$ cat config.mk
export PLATFORM = sky130hd
export DESIGN_NAME = modport_counter
export DESIGN_NICKNAME = d
export VERILOG_FILES = /design/src/rtl/modport_counter_pkg.sv /design/src/rtl/modport_counter_next.sv /design/src/rtl/modport_counter.sv
export SDC_FILE = /design/constraint.sdc
export NUM_CORES = 1
export LEC_CHECK = 0
export CAP_MARGIN = 20
export CORE_MARGIN = 2
export CORE_UTILIZATION = 50
export CTS_BUF_LIST = sky130_fd_sc_hd__clkbuf_4
export DETAILED_ROUTE_END_ITERATION = 8
export GPL_TIMING_DRIVEN = 0
export MAX_ROUTING_LAYER = met4
export PLACE_DENSITY_LB_ADDON = 0.25
export RECOVER_POWER = 100
export SLEW_MARGIN = 0
export SYNTH_ARGS = -nofsm -noshare
export SYNTH_HDL_FRONTEND = slang
export SYNTH_HIERARCHICAL = 1
export SYNTH_SLANG_ARGS = --single-unit
$ cat constraint.sdc
create_clock -name clk -period 2.7 [get_ports clk]
set_input_delay 0.54 -clock clk [delete_from_list [all_inputs] [get_ports clk]]
set_output_delay 0.54 -clock clk [all_outputs]
set_load 0.005 [all_outputs]
$ cat src/rtl/modport_counter_pkg.sv
// Shared constants and types for the loadable up/down counter.
package modport_counter_pkg;

    localparam int DATA_W = 32;

    localparam logic MODE_DOWN = 1'b0;
    localparam logic MODE_UP   = 1'b1;

    typedef logic [DATA_W-1:0] cnt_t;

endpackage : modport_counter_pkg

$ cat src/rtl/modport_counter_next.sv
// Combinational next-state for the counter: load has priority over stepping.
module modport_counter_next
    import modport_counter_pkg::*;
#(
    parameter int DATA_W = 32
) (
    input  logic [DATA_W-1:0] cur,
    input  logic [DATA_W-1:0] data,
    input  logic              load,
    input  logic              mode,
    output logic [DATA_W-1:0] nxt
);

    always_comb begin
        // NOTE: a default first on every path keeps always_comb free of inferred latches.
        nxt = cur;
        if (load) begin
            nxt = data;
        end else if (mode == MODE_UP) begin
            nxt = cur + DATA_W'(1);
        end else begin
            nxt = cur - DATA_W'(1);
        end
    end

endmodule : modport_counter_next

$ cat src/rtl/modport_counter.sv
// Loadable up/down counter: async active-low reset register around the next-state logic.
module modport_counter
    import modport_counter_pkg::*;
#(
    parameter int DATA_W = 32
) (
    input  logic              clk,
    input  logic              rst,
    input  logic              load,
    input  logic              mode,
    input  logic [DATA_W-1:0] data,
    output logic [DATA_W-1:0] data_out
);

    logic [DATA_W-1:0] cnt_q;
    logic [DATA_W-1:0] cnt_d;

    modport_counter_next #(
        .DATA_W (DATA_W)
    ) u_next (
        .cur  (cnt_q),
        .data (data),
        .load (load),
        .mode (mode),
        .nxt  (cnt_d)
    );

    // NOTE: sequential state uses non-blocking assignments so every flop samples pre-edge values.
    always_ff @(posedge clk or negedge rst) begin
        if (!rst) begin
            cnt_q <= '0;
        end else begin
            cnt_q <= cnt_d;
        end
    end

    assign data_out = cnt_q;

endmodule : modport_counter

[After elaboration in Yosys (flattened, before gate mapping)]
Index checks and enable logic that the tools add are counted.
Word-level totals
  register bits after elaboration: 32
  output and inout bits: 32
  logic and storage cells: 5
Cells by class
  $add $sub $neg: 2
  mux-type cells: 2
Operator list (number)
  2-to-1 mux 32 bit: 2
  adder 32 x 1 -> 32 bit (second input constant): 1
  subtractor 32 x 1 -> 32 bit (second input constant): 1

[Longest topological paths before layout]
Gate-level depths: netlist of run 1.
  word-level depth: 3
  mapped depth: 10

[Modules after synthesis]
The synthesis of run 1 kept the hierarchy.
By module, submodules not included
  modport_counter_next: times used 1, cells an instance 325, area each 2138.3 um^2, seq. area each 0.0 um^2
  modport_counter: times used 1, cells an instance 32, area each 800.8 um^2, seq. area each 800.8 um^2

[Least setup slack after synthesis of run 1]
OpenSTA, ideal clock, no wires.
  path type: input-to-reg
  start point: input port mode
  end point: register cnt_q[31] (netlist: data_out[31])
  arrival time: 2.773 ns
  slack: -0.197 ns
  cell stages on the path: 9
  buffers on the path: 0
  cells stage by stage: inv_1 -> ha_1 -> a21o_1 -> o21bai_1 -> a31oi_1 -> a31oi_2 -> a31oi_2 -> nor4b_1 -> o31a_1
On the way
  longest elaborated chain between the ends: 2
RTL lines
  from (decl): RTL line modport_counter.sv:10  | input logic mode,
  2-to-1 mux 32 bit: RTL line modport_counter_next.sv:19  | end else if (mode == MODE_UP) begin
  2-to-1 mux 32 bit: RTL line modport_counter_next.sv:17  | if (load) begin
  via cnt_d[31]: RTL line modport_counter.sv:16  | logic [DATA_W-1:0] cnt_d;
  to (signal assigned): RTL line modport_counter.sv:33  | cnt_q <= cnt_d;
  to (decl): RTL line modport_counter.sv:15  | logic [DATA_W-1:0] cnt_q;
The timed path passes the listed nets, and every way through them passes these cells.

[Final worst setup path of run 1]
Ends and elaborated chain as after synthesis.

==> out/qor.yml, run 1 <==
power_and_ir_drop:
  internal-power_mw: 2.34
  total_power_mw: 4.22
  switching_share_pct: 44.6
  p_leak_nw: 1.66
  p_sw_mw: 1.88
  peakVddDrop_v: 0.000586
  p_per_area_nw_per_um2: 1060
  combPwrFrac_pct: 71.4
  clkPwrFrac_pct: 9.1
  seqPwrFrac_pct: 19.5
grt:
  grt_pass1_vias: 2931
  grt_overflow: 0
  antenna_found_initial: 0
  grt_first_pass_wirelength_mm: 13.0
  grt_max_degree: 33
  grtUsageTotal_pct: 26.1
cells_and_area:
  drive_gt1_share_pct: 12.4
  layoutNonFillerInstCount: 514
  layout_common_cells: "clkdlybuf4s50_1 (64), nand2_1 (59), o21ai_0 (33)"
  n_antenna_cell: 0
  nFillCells: 476
  largest_register_ff_count: 32
  syn2layout_area_growth_pct: 35.3
  layout.nets: 508
  final_common_cell: "clkdlybuf4s50_1"
timing:
  worstMarginPinSlew_ns: 1.79
  setup_viol: 0
  setup_tns_ns: 0
  rsz0062_at_grt: "yes"
  relSlewSlack_pct: -19.0
  timing.hold.ws_ns: 0.593
  finalHoldViolCount: 0
  post-route-period-util_pct: 99.2
  fmax_mhz: 373
  slew_violations: 33
  fin_worst_skew_ns: 0.00710
  period_minus_slack_ns: 2.68
drt:
  drc_errors: 0
  route.vias.total: 3124
  drt_iter0_markers: 313
  antenna_left: 0
  totalWireLength_mm: 8.36
  wl_per_cell_um: 16.3
  routed_via_density: 6.08
  drt_pass1_iterations: 7
hold_path:
  holdPathEnd: "data_out[0]"
  hold_start: "data_out[0]"
  hold_path.class: "reg -> reg"
  hold_depth: 1
floorplanning:
  start_util_pct: 52.4
  die_w_um: 80.7
  rows: 27
  dieArea_um2: 6510
  die_h_um: 80.7
  io_pins: 68
  core_area_um2: 5610
synthesis:
  ys_ff_latch: 32
  synthArstFlopShare_pct: 100
  synth_edf_count: 0
  synth.avg_cell_area_um2: 8.23
  ys_types: 59
  ys_seq_area_share_pct: 27.2
  yosys_warnings: 6
  synthesis.nets: 424
  syn-cell-area_um2: 2940
  yosys_most_used_dff: "dfrtp_1"
  syn_inst: 357
place:
  io_buffers: 66
  dp.cells: 495
  dp_hpwl_mm: 5.86
  gp_congestion: 0.933
run:
  cap_violations: 1
critical_path:
  critical_path.endpoint_type: "register"
  crit_required_ns: 2.93
  startpoint_type: "input port"
  r2r-start: "data_out[0]"
  worstPathArrival_ns: 2.91
  startpoint: "mode"
  r2r_end: "data_out[30]"
  crit_fanout: 15
  r2r_slack_ns: 0.14
  r2r_cells: 9
  critical_path_class: "in -> reg"
clocking:
  numClockSinks: 32
  cts_buffers: 5
  insertion_delay_ns: 0.33
  ctsHtreeMaxLevel: 2
  clk_pin_slew_ns: 0.11
  cts-root-buf: "clkbuf_4"
  cts_tree: "done"
  clock_tree.buffer_depth: 2
outcome:
  failed_checks: "capacitance limit, slew limit"
  outcome: "finished with violations"
==> critical path: stages <==
cell and delay, ns:
clkbuf_4 0.18, clkinvlp_4 0.10, buf_6 0.18, ha_2 0.42, o211ai_1 0.12, nor2_1 0.17, o211ai_1 0.20, a31oi_2 0.36
a31oi_4 0.15, o21a_1 0.21, o31a_1 0.28
==> how the worst max path moves through the flow <==
stage	to	slack, ns	cells after the start
global route	data_out[30]	-0.02	9
detailed placement	data_out[31]	-1.34	10
floorplan	data_out[31]	-0.13	9
CTS	data_out[29]	0.03	11
global placement	data_out[31]	-1.31	10
finish	data_out[31]	0.02	11
==> routing by layer <==
layer | vias to the layer above | GRT usage (%) | routed length (µm)
met5 | - | - | 0
met4 | 0 | 7.97 | 176
met3 | 24 | 4.04 | 480
met2 | 127 | 44.7 | 4150
met1 | 1481 | 31.8 | 3560
li1 | 1492 | - | -
==> Yosys cell counts, types with 2 or more instances <==
library cell  count  share of area (%)
nand2_1          59                7.5
o21ai_0          33                5.6
dfrtp_1          32                 27
ha_1             30                 13
a21oi_1          28                4.8
xnor2_1          16                4.8
nor2_1           13                1.7
a21o_1           12                3.1
inv_1            10                1.3
xor2_1           10                3.0
o21ai_1           9                1.5
nor3_1            8                1.4
nand2b_1          7                1.5
a31oi_1           6                1.3
and3_1            6                1.3
o211ai_1          6                1.5
clkbuf_1          5               0.64
o21a_1            5                1.3
a211oi_1          4                1.0
o21bai_1          4                1.0
nand4_1           3               0.64
or3_1             3               0.64
a21oi_2           2               0.60
a31oi_2           2               0.85
buf_1             2               0.26
buf_2             2               0.34
buf_6             2               0.77
nand3_1           2               0.34
nor3b_1           2               0.51
o21ai_2           2               0.60
o22ai_1           2               0.43
o311ai_0          2               0.60
o31a_1            2               0.60
==> stage by stage <==
| step | utilization (%) | worst slack (ns) | cell area, µm² |
|---|---|---|---|
| 4_1_cts | 68.4 | 0.0339 | 3830 |
| 2_1_floorplan | - | -0.134 | 2950 |
| 3_5_place_dp | 65.8 | -1.34 | 3690 |
| 5_1_grt | 70.9 | -0.0229 | 3980 |
| 3_3_place_gp | 65.9 | -1.31 | 3700 |
| 6_report | 70.9 | 0.0218 | 3980 |
==> area by class of cell <==
cell class | count | area, µm² | area share, %
Buffer | 11 | 53.8 | 1.35
Clock buffer | 6 | 45.0 | 1.13
Clock inverter | 2 | 35.0 | 0.881
Inverter | 10 | 41.3 | 1.04
Multi-Input combinational cell | 304 | 2170 | 54.6
Sequential cell | 32 | 801 | 20.1
Tap cell | 72 | 90.1 | 2.27
Timing Repair Buffer | 76 | 731 | 18.4
Timing Repair inverter | 1 | 7.51 | 0.189
==> cell families after synthesis <==
logic type | share of synthesized area (%)
xor gates and xnor gates | 7.75
DFF | 27.2
buffers and inverters | 3.28
and+or+nand+nor | 18.1
adders and majority gates | 13.5
AOI/OAI and AO/OA | 30.2
==> what timing repair did <==
action,in CTS,in global routing
hold buffers,0,0
resized for setup,8,22
cloned,1,0
setup endpoints to repair,28,12
setup buffers,7,3
pin swaps,5,4
==> power groups by stage <==
stage	Sequential [mW]	Clock (mW)	Combinational (mW)
after floorplan	0.818	0	1.83
final	0.824	0.384	3.01
after global routing	0.848	0.420	3.28
after detailed placement	0.818	0	2.71
after global placement	0.811	0	2.67
after CTS	0.809	0.395	2.78
Note: power is estimated with default switching activity, not from simulation.
==> run 2, diff against run 1 <==
--- a/config.mk
+++ b/config.mk
@@ -10,7 +10,6 @@
 export CORE_UTILIZATION = 50
 export CTS_BUF_LIST = sky130_fd_sc_hd__clkbuf_4
 export DETAILED_ROUTE_END_ITERATION = 8
-export GPL_TIMING_DRIVEN = 0
 export MAX_ROUTING_LAYER = met4
 export PLACE_DENSITY_LB_ADDON = 0.25
 export RECOVER_POWER = 100
==> run 2 against run 1 <==
The run still ends with capacitance limit, slew limit left. Total power up 22%. Non-clock buffer count up 81. Final area rose by 18%. Via count rose by 11%. Sequential power is 2% higher. Critical endpoint unchanged. Highest routed layer unchanged.
==> out/qor.yml, run 2 (synthesis gave the netlist of run 1 again) <==
grt:
  antenna_found_initial: 0
  grt_overflow: 0
  grt_max_degree: 35
  use_met3_pct: 4.27
  grt.met2_usage_pct: 55.5
  top_usage_layer: "met2"
  grt_first_pass_wirelength_mm: 15.8
  grt_pass1_vias: 3456
  gr-usage-met1_pct: 37.5
  grtUsageTotal_pct: 32.0
drt:
  drc_errors: 0
  drt_pass1_iterations: 5
  drt_iter0_markers: 280
  routed_via_density: 5.86
  wl_per_cell_um: 17.8
  route.vias.total: 3477
  antenna_left: 0
  totalWireLength_mm: 10.6
cells_and_area:
  drive_gt1_share_pct: 28.2
  layout_common_cells: "buf_4 (96), clkdlybuf4s50_1 (65), nand2_1 (58)"
  n_antenna_cell: 0
  final_common_cell: "buf_4"
  layoutNonFillerInstCount: 593
  syn2layout_area_growth_pct: 59.1
  largest_register_ff_count: 32
  layout.nets: 588
critical_path:
  crit_required_ns: 2.94
  critPathBufInv: 3
  r2r_slack_ns: 0.25
  crit_chain: "clkbuf_2 > clkinvlp_4 > buf_12 > ha_1 > and3_1 > and3_1 > o211ai_1 > a31oi_4 > a31oi_4 > o21a_1 > o31a_1"
  max_stage_delay_ns: 0.34
  crit_fanout: 6
  crit_path_top_delay_cell: "ha_1"
  r2r_cells: 9
  worstPathArrival_ns: 2.93
  critical_path_class: "in -> reg"
  worst-path-stages: 11
  critical-path-top-delay-family: "compound AO/OA/AOI/OAI gates"
  critical_path.endpoint_type: "register"
  startpoint_type: "input port"
floorplanning:
  die_h_um: 80.7
  rows: 27
  dieArea_um2: 6510
  core_area_um2: 5610
  start_util_pct: 52.4
  io_pins: 68
  die_w_um: 80.7
outcome:
  outcome: "finished with violations"
  failed_checks: "capacitance limit, slew limit"
place:
  io_buffers: 67
  dp_hpwl_mm: 7.51
  gp_congestion: 0.906
  pre_cts_ws_ns: -0.682
  dp.cells: 585
timing:
  worstMarginPinSlew_ns: 1.88
  relSlewSlack_pct: -25.2
  slew_violations: 33
  post-route-period-util_pct: 99.4
  fmax_mhz: 372
  period_minus_slack_ns: 2.68
  fin_ws_ns: 0.0151
  fin_worst_skew_ns: 0.00603
  setup_tns_ns: 0
  finalHoldViolCount: 0
  setup_viol: 0
clocking:
  cts_tree: "done"
  cts-root-buf: "clkbuf_4"
  ctsHtreeMaxLevel: 2
  clock_tree.buffer_depth: 2
  clk_pin_slew_ns: 0.11
  ctsHoldBuffers: 0
  insertion_delay_ns: 0.35
  numClockSinks: 32
  post_cts_buffers: 0
  cts_buffers: 5
run:
  cap_violations: 1
hold_path:
  hold_path.class: "reg -> reg"
  hold_depth: 2
power_and_ir_drop:
  p_leak_nw: 2.09
  peakVddDrop_v: 0.000620
  p_per_area_nw_per_um2: 1100
  total_power_mw: 5.15
==> run 2: through the flow <==
stage	utilization [%]	hold slack, ns	cell area, µm²
detailed placement	78.5	0.585	4400
global placement	78.5	0.575	4400
finish	83.4	0.610	4680
CTS	80.7	0.602	4530
floorplan	-	0.244	2950
global route	83.4	0.650	4680
==> run 2: report_power, final <==
| part | switching, mW | internal, mW | total (mW) | leakage [nW] |
|---|---|---|---|---|
| sequential | 0.161 | 0.680 | 0.841 | 0.381 |
| combinational | 1.89 | 2.12 | 4.01 | 1.68 |
| clock | 0.192 | 0.106 | 0.298 | 0.0315 |
| total | 2.24 | 2.91 | 5.15 | 2.09 |
==> run 2: routing by layer <==
metal | vias up | share of wire, %
met5 | - | 0
met4 | 0 | 2.8
met3 | 32 | 5.1
met2 | 141 | 52
met1 | 1659 | 41
li1 | 1645 | -
==> run 2: layout make-up <==
| class | instances | area, µm² |
|---|---|---|
| multi-input combinational | 304 | 2230 |
| timing repair buffer | 168 | 1460 |
| fill | 356 | 932 |
| sequential | 32 | 801 |
| tap | 72 | 90.1 |
| clock buffer | 6 | 45.0 |
| inverter | 10 | 41.3 |
| clock inverter | 1 | 5.00 |
==> run 2: timing repair <==
item | in CTS | in global routing
resized for setup | 13 | 24
pin swaps | 3 | 10
endpoints found under the setup margin | 17 | 11
endpoints found under the hold margin | 0 | 0
gates cloned | 0 | 1
==> run 2: path summary, 6_finish.rpt <==
| kind | from | to |
|---|---|---|
| min in group asynchronous | rst | data_out[10] |
| setup reg to reg | data_out[1] | data_out[30] |
| hold / removal | data_out[0] | data_out[0] |
| hold reg to reg | data_out[0] | data_out[0] |
| setup / recovery | mode | data_out[31] |
| max in group asynchronous | rst | data_out[30] |
==> run 2: worst min-delay path: stages, from the launching register on <==
cell	delay (ns)
dfrtp_1	0.36
buf_4	0.13
o21ai_0	0.08
